File: config.mk
export PLATFORM = sky130hd
export DESIGN_NAME = start_screen_fader
export DESIGN_NICKNAME = d
export VERILOG_FILES = /design/src/rtl/oled_pkg.sv /design/src/rtl/rgb565_scale.sv /design/src/rtl/start_screen_fader.sv
export SDC_FILE = /design/constraint.sdc
export NUM_CORES = 1
export LEC_CHECK = 0
export CORE_MARGIN = 5
export CORE_UTILIZATION = 55
export CTS_BUF_LIST = sky130_fd_sc_hd__clkbuf_2
export DETAILED_ROUTE_END_ITERATION = 6
export PLACE_DENSITY = 0.84
export SLEW_MARGIN = 20
export SYNTH_ARGS = -nofsm -noshare
export SYNTH_HDL_FRONTEND = slang
export SYNTH_SLANG_ARGS = --single-unit
File: constraint.sdc
create_clock -name clk -period 4.2 [get_ports clk]
set_input_delay 1.26 -clock clk [delete_from_list [all_inputs] [get_ports clk]]
set_output_delay 1.26 -clock clk [all_outputs]
set_load 0.01 [all_outputs]
File: src/rtl/oled_pkg.sv
// Shared definitions for the OLED start-screen path.
//   OLED_WIDTH / OLED_HEIGHT / OLED_PIXELS : panel geometry
//   R_* / G_* / B_*                        : RGB565 field bit positions
//   fade_state_e                           : start-screen fade sequencer states
package oled_pkg;

  localparam int OLED_WIDTH  = 96;
  localparam int OLED_HEIGHT = 64;
  localparam int OLED_PIXELS = OLED_WIDTH * OLED_HEIGHT;

  localparam int R_MSB = 15;
  localparam int R_LSB = 11;
  localparam int G_MSB = 10;
  localparam int G_LSB = 5;
  localparam int B_MSB = 4;
  localparam int B_LSB = 0;

  typedef enum logic [2:0] {
    ST_IDLE     = 3'd0,
    ST_FADE_IN  = 3'd1,
    ST_HOLD     = 3'd2,
    ST_FADE_OUT = 3'd3,
    ST_DONE     = 3'd4
  } fade_state_e;

endpackage

File: src/rtl/rgb565_scale.sv
// Combinational brightness scaler for one RGB565 pixel.
//   colour_in  [15:0] : source colour
//   level      [3:0]  : brightness 0..8 (8 = unchanged)
//   colour_out [15:0] : each channel = (channel * level) >> 3, truncated
module rgb565_scale
  import oled_pkg::*;
(
  input  logic [15:0] colour_in,
  input  logic [3:0]  level,
  output logic [15:0] colour_out
);

  // level never exceeds 8, so 8-bit (R/B) and 9-bit (G) products are exact
  // and the >>3 result always fits back in the original channel width.
  logic [7:0] r_prod;
  logic [8:0] g_prod;
  logic [7:0] b_prod;

  assign r_prod = {3'b000, colour_in[R_MSB:R_LSB]} * {4'b0000, level};
  assign g_prod = {3'b000, colour_in[G_MSB:G_LSB]} * {5'b00000, level};
  assign b_prod = {3'b000, colour_in[B_MSB:B_LSB]} * {4'b0000, level};

  assign colour_out = {r_prod[7:3], g_prod[8:3], b_prod[7:3]};

endmodule

File: src/rtl/start_screen_fader.sv
// Start-screen fader between the OLED driver and the start-screen renderer.
//   clk, rst_n       : pixel clock, async active-low reset
//   pixel_index      : row-major pixel from the driver
//   frame_begin      : one-cycle frame-start pulse
//   start_btn        : debounced start button level
//   pixel_in         : renderer colour for (x, y)
//   x, y             : combinational coordinates for the renderer
//   pixel_data       : brightness-scaled colour, registered
//   game_start       : one-cycle pulse when the fade-out finishes
//
// state       | meaning
// ------------+----------------------------------------------------------
// ST_IDLE     | black, waiting for the first frame_begin
// ST_FADE_IN  | level rises by 1 every FRAMES_PER_STEP frames; press aborts
// ST_HOLD     | full brightness until start is pressed
// ST_FADE_OUT | level falls by 1 every FRAMES_PER_STEP frames
// ST_DONE     | black, terminal until reset; game_start on first cycle
module start_screen_fader
  import oled_pkg::*;
#(
  parameter int WIDTH           = OLED_WIDTH,
  parameter int HEIGHT          = OLED_HEIGHT,
  parameter int FRAMES_PER_STEP = 4,
  parameter int MAX_LEVEL       = 8
) (
  input  logic        clk,
  input  logic        rst_n,
  input  logic [12:0] pixel_index,
  input  logic        frame_begin,
  input  logic        start_btn,
  input  logic [15:0] pixel_in,
  output logic [6:0]  x,
  output logic [5:0]  y,
  output logic [15:0] pixel_data,
  output logic        game_start
);

  localparam logic [12:0] IDX_WIDTH  = 13'(WIDTH);
  localparam logic [12:0] IDX_PIXELS = 13'(WIDTH * HEIGHT);
  localparam logic [3:0]  STEP_LAST  = 4'(FRAMES_PER_STEP - 1);
  localparam logic [3:0]  LEVEL_FULL = 4'(MAX_LEVEL);

  fade_state_e state;
  logic [3:0]  level;
  logic [3:0]  step;
  logic        btn_q;
  logic        press;
  logic        in_range;
  logic [15:0] scaled;

  assign x = 7'(pixel_index % IDX_WIDTH);
  assign y = 6'(pixel_index / IDX_WIDTH);

  assign press    = start_btn & ~btn_q;
  assign in_range = (pixel_index < IDX_PIXELS);

  rgb565_scale u_scale (
    .colour_in  (pixel_in),
    .level      (level),
    .colour_out (scaled)
  );

  always_ff @(posedge clk or negedge rst_n) begin
    if (!rst_n) begin
      state      <= ST_IDLE;
      level      <= 4'd0;
      step       <= 4'd0;
      btn_q      <= 1'b0;
      pixel_data <= 16'h0000;
      game_start <= 1'b0;
    end else begin
      btn_q      <= start_btn;
      game_start <= 1'b0;
      pixel_data <= in_range ? scaled : 16'h0000;

      unique case (state)
        ST_IDLE: begin
          if (frame_begin) begin
            state <= ST_FADE_IN;
            step  <= 4'd0;
          end
        end

        ST_FADE_IN: begin
          // a press beats a coincident frame step: fade out from where we are
          if (press) begin
            state <= ST_FADE_OUT;
            step  <= 4'd0;
          end else if (frame_begin) begin
            if (step == STEP_LAST) begin
              step  <= 4'd0;
              level <= level + 4'd1;
              if (level == LEVEL_FULL - 4'd1) state <= ST_HOLD;
            end else begin
              step <= step + 4'd1;
            end
          end
        end

        ST_HOLD: begin
          if (press) begin
            state <= ST_FADE_OUT;
            step  <= 4'd0;
          end
        end

        ST_FADE_OUT: begin
          if (frame_begin) begin
            if (step == STEP_LAST) begin
              step <= 4'd0;
              // level <= 1 also covers an abort from level 0 without wrapping
              if (level <= 4'd1) begin
                level      <= 4'd0;
                state      <= ST_DONE;
                game_start <= 1'b1;
              end else begin
                level <= level - 4'd1;
              end
            end else begin
              step <= step + 4'd1;
            end
          end
        end

        ST_DONE: begin
        end

        default: begin
          state <= ST_IDLE;
          level <= 4'd0;
          step  <= 4'd0;
        end
      endcase
    end
  end

endmodule

Word-level counts from Yosys, hierarchy flattened
Cells that the tools add are included.
{"block": "classes", "order_cmp": 2, "multipliers": 3, "n_reduce_logical": 5, "n_addsub": 3, "div": 2, "eq_ne": 17, "n_mux": 28, "bitwise_logic": 4}
{"operator": "$mux W4", "count": 11}
{"operator": "$mux W3", "count": 9}
{"operator": "$pmux W4 S5", "count": 1}
{"operator": "$mul A5 B4 Y8", "count": 2}
{"operator": "$mux W16", "count": 1}
{"operator": "$ne A2 B2 Y1 const B", "count": 8}
{"operator": "$pmux W3 S5", "count": 1}
{"operator": "$div A13 B7 Y13 const B", "count": 1}
{"operator": "$lt A13 B13 Y1 const B", "count": 1}
{"operator": "$mod A13 B7 Y13 const B", "count": 1}
{"operator": "$pmux W4 S3", "count": 1}
{"operator": "$mul A6 B4 Y9", "count": 1}
{"operator": "$ne A3 B3 Y1 const B", "count": 3}
{"operator": "$reduce_and A9 Y1", "count": 1}
{"operator": "$add A4 B1 Y4 const B", "count": 2}
{"operator": "$eq A3 B2 Y1 const B", "count": 2}
{"operator": "$reduce_and A6 Y1", "count": 1}
{"operator": "$eq A4 B2 Y1 const B", "count": 1}
{"operator": "$eq A4 B3 Y1 const B", "count": 1}
{"operator": "$le A4 B1 Y1 const B", "count": 1}
{"operator": "$mux W1", "count": 4}
{"operator": "$sub A4 B1 Y4 const B", "count": 1}
{"operator": "$eq A3 B1 Y1 const B", "count": 1}
{"operator": "$eq A3 B3 Y1 const B", "count": 1}
{"operator": "other kinds (5)", "count": 7}
{"block": "totals", "output_inout_bits": 30, "inputBits": 33, "elab_cells": 70, "register_bits": 29}

Longest topological paths before layout
{"block": "depth", "ltp_word": 6, "depth_mapped": 13, "ltp_nobuf": 12}

Modules after synthesis
Synthesis repeated with hierarchy kept, for this count alone.
{"block": "hier_totals", "hier_cells": 423, "hier_area_um2": 3599.7}
{"module": "start_screen_fader", "cells_per_inst": 237, "instances": 1, "area_per_inst_um2": 2047.0}
{"module": "rgb565_scale", "cells_per_inst": 186, "instances": 1, "area_per_inst_um2": 1552.7}

Worst setup path before layout
No wires, ideal clock.
{"block": "synth_timing", "path_type": "input to output", "startpoint": "input pixel_index[8]", "endpoint": "output x[5]", "path_slack_ns": 0.088, "t_arrival_ns": 2.852, "cell_stages": 8, "path_cell_list": "buf_2 -> nor2b_1 -> o22ai_1 -> o32ai_1 -> nor4_4 -> inv_1 -> mux2i_1 -> a211o_1"}
{"block": "synth_via", "elab_chain_cells": 1}
{"item": "start: declaration", "line": "start_screen_fader.sv:28", "rtl": "input logic [12:0] pixel_index,"}
{"item": "$mod A13 B7 Y13", "line": "start_screen_fader.sv:51", "rtl": "assign x = 7'(pixel_index % IDX_WIDTH);"}
{"item": "end: declaration", "line": "start_screen_fader.sv:32", "rtl": "output logic [6:0] x,"}
No other way between the ends.

Worst setup path after layout
{"block": "layout_timing", "startpoint": "input pixel_index[8]", "endpoint": "output y[0]"}
{"block": "layout_via", "elab_chain_cells": 1}
{"item": "$div A13 B7 Y13", "line": "start_screen_fader.sv:52", "rtl": "assign y = 6'(pixel_index / IDX_WIDTH);"}
{"item": "end: declaration", "line": "start_screen_fader.sv:33", "rtl": "output logic [5:0] y,"}
No other way between the ends.

==> impl_metrics.csv <==
group,metric,value,unit
clocking,cts_tree,"done",
finish,fin_nets,600,
synthesis,seq_area_frac_synth,0.217,
drt,dr.pass1.iters,5,
synthesis,synthArstFlopShare,1.00,
status,violations,"negative setup slack",
sta,rsz0062_at_grt,"yes",
sta,setup_viol,4,
finish,syn2layout_area_growth,39.1,%
synthesis,synth_area,3350,µm²
finish,drive_gt1_frac,0.223,
drt,finalWirelength,9540,µm
global_routing,antenna_found_initial,0,
setup_path,arrival,3190,ps
floorplanning,die_y,88.0,µm
pwr,max-vdd-ir-drop,250,µV
clocking,cts-buffers-inserted,5,
setup_path,crit_path_end_kind,"primary output",
finish,stdcell_area,4660,µm²
clocking,cts_root_buf,"clkbuf_2",
floorplanning,core_area,5920,µm²
clocking,clk_latency,370,ps
global_routing,overflow,0,
drt,wire_per_inst,16.1,µm
sta,fin_skew,8.84,ps
synthesis,postSynthCellCount,416,
clocking,clock-sinks,29,
finish,utilization,0.787,
drt,drc,0,
job,maxCapViolations,0,
global_routing,grt_max_degree,30,
floorplanning,die_x,88.0,µm
sta,layout_setup_ws,-251,ps
setup_path,crit_type,"in2out",
sta,final_hold_viol_count,0,
sta,min_period_over_period,1.06,
finish,final_cell_mix,"62 x nand2_1, 49 x buf_4, 44 x inv_1",
global_routing,grt_usage,0.243,
synthesis,synth_top_flop_cell,"dfrtp_1",
setup_path,startpoint_type,"primary input",
pwr,p_leak,2.34,nW
sta,final.min_clock_period,4450,ps
finish,final_common_cell,"nand2_1",
pwr,cellPowerDensity,317,nW/µm²
synthesis,syn_nets,501,
synthesis,synth_edf_count,0,
sta,fin_tns_setup,-858,ps
synthesis,syn_area_per_cell,8.05,µm²
sta,timing.slew.headroom,0.674,
drt,dr.first_iter.drc_count,174,
synthesis,synth_warnings,0,
drt,postRouteAntennaNets,0,
clocking,cts.htree.levels,2,
clocking,path_clk_slew,160,ps
sta,tightest_slew,489,ps
synthesis,ys_seq_elements,29,
floorplanning,num_io_pins,63,
synthesis,ys_types,54,
finish,diodes,0,
drt,viasPerCell,5.68,
setup_path,worstPathRequired,2940,ps
status,outcome,"finished, violations left",
clocking,max-clock-path-buffers,2,
drt,vias,3358,
place,gp_congestion,0.936,
sta,maxSlewViolCount,0,
place,port_buffers,52,
place,dp_hpwl,6160,µm
global_routing,grt_pass1_vias,3337,
floorplanning,fp.dieArea,7750,µm²
global_routing,grt_pass1_wl,15000,µm
floorplanning,initial_utilization,0.566,
place,dpl_cell_area,4180,µm²
min_path,hold_class,"reg2reg",
sta,clock.fmax,225,MHz
setup_path,crit_fanout,5,
floorplanning,core.rowCount,28,
[final cells by class]
type                       count  area (µm²)
inverter                      45         169
clock buffer                   5        25.0
clock inverter                 3        46.3
fill                         374        1260
sequential                    29         726
timing repair buffer         115        1040
multi-input combinational    319        2560
tap                           75        93.8
[report_power, final]
group,internal (mW),switching [mW],leakage [nW]
logic,0.404,0.429,1.91
clock network,0.101,0.110,0.0392
registers,0.339,0.0921,0.391
[layer usage]
metal / up-vias / global-route usage / routed length, µm
met5: - / 0 / 0
met4: 0 / 0.0907 / 274
met3: 39 / 0.0583 / 599
met2: 120 / 0.436 / 4830
met1: 1613 / 0.280 / 3840
li1: 1586 / - / -
[kinds of logic after synthesis]
group,synth area share
flops,0.217
buf+inv,0.0829
simple gates,0.248
mux,0.0183
xor+xnor,0.0523
fa+ha+maj,0.242
compound gates,0.139
[metrics by stage]
step	hold slack [ps]	std cells	worst slack (ps)	power (mW)
floorplan	517	416	87.8	0.902
global placement	551	563	-837	1.15
detailed placement	585	563	-944	1.19
CTS	607	589	-134	1.45
global route	661	591	-298	1.59
finish	608	591	-251	1.48
[worst max-delay path: stages]
cell     delay (ps)
buf_4           130
buf_6           120
buf_12          120
buf_4           150
nor3_2          170
o21ai_1         120
a21oi_2         210
nor4_4           70
buf_4           150
o211a_1         200
nor4_1          290
buf_2           190
[flip-flops by register name (all words and copies together), names as in the netlist]
register    count
game_start      1
level           4
pixel_data     16
state           3
step            4
btn_q           1
[worst paths after layout]
kind	from	to	slack (ps)	cells past startpoint
max	pixel_index[8]	y[0]	-250	12
min	step[3]$_DFFE_PN0P_	step[3]$_DFFE_PN0P_	610	2
max reg2reg	level[2]$_DFFE_PN0P_	pixel_data[15]$_DFF_PN0_	880	11
min reg2reg	step[3]$_DFFE_PN0P_	step[3]$_DFFE_PN0P_	610	2
max in group asynchronous	rst_n	level[1]$_DFFE_PN0P_	2700	2
min in group asynchronous	rst_n	level[2]$_DFFE_PN0P_	1240	2
[repair_timing]
action / 4_1_cts / 5_1_grt
gates resized for setup: 88 / 15
endpoints found under the setup margin: 7 / 8
hold endpoints to repair: 0 / 0
pin swaps: 15 / 3
hold buffers: 0 / 0
setup buffers: 18 / 2
gates cloned: 1 / 0
[synth_stat cells, types with 7 or more instances]
cell      count  area share
ha_1         32        0.12
xor2_1       10       0.026
nor3_1        7       0.010
clkbuf_1     13       0.015
fa_1         20        0.12
and2_1       21       0.039
o21ai_0      19       0.028
dfrtp_1      29        0.22
xnor2_1      10       0.026
nor2b_1       9       0.017
inv_1        45       0.050
a21oi_1      20       0.030
nand3_1       8       0.012
nor2_1       28       0.031
nand2_1      64       0.072
Note: power is estimated with default switching activity, not from simulation.
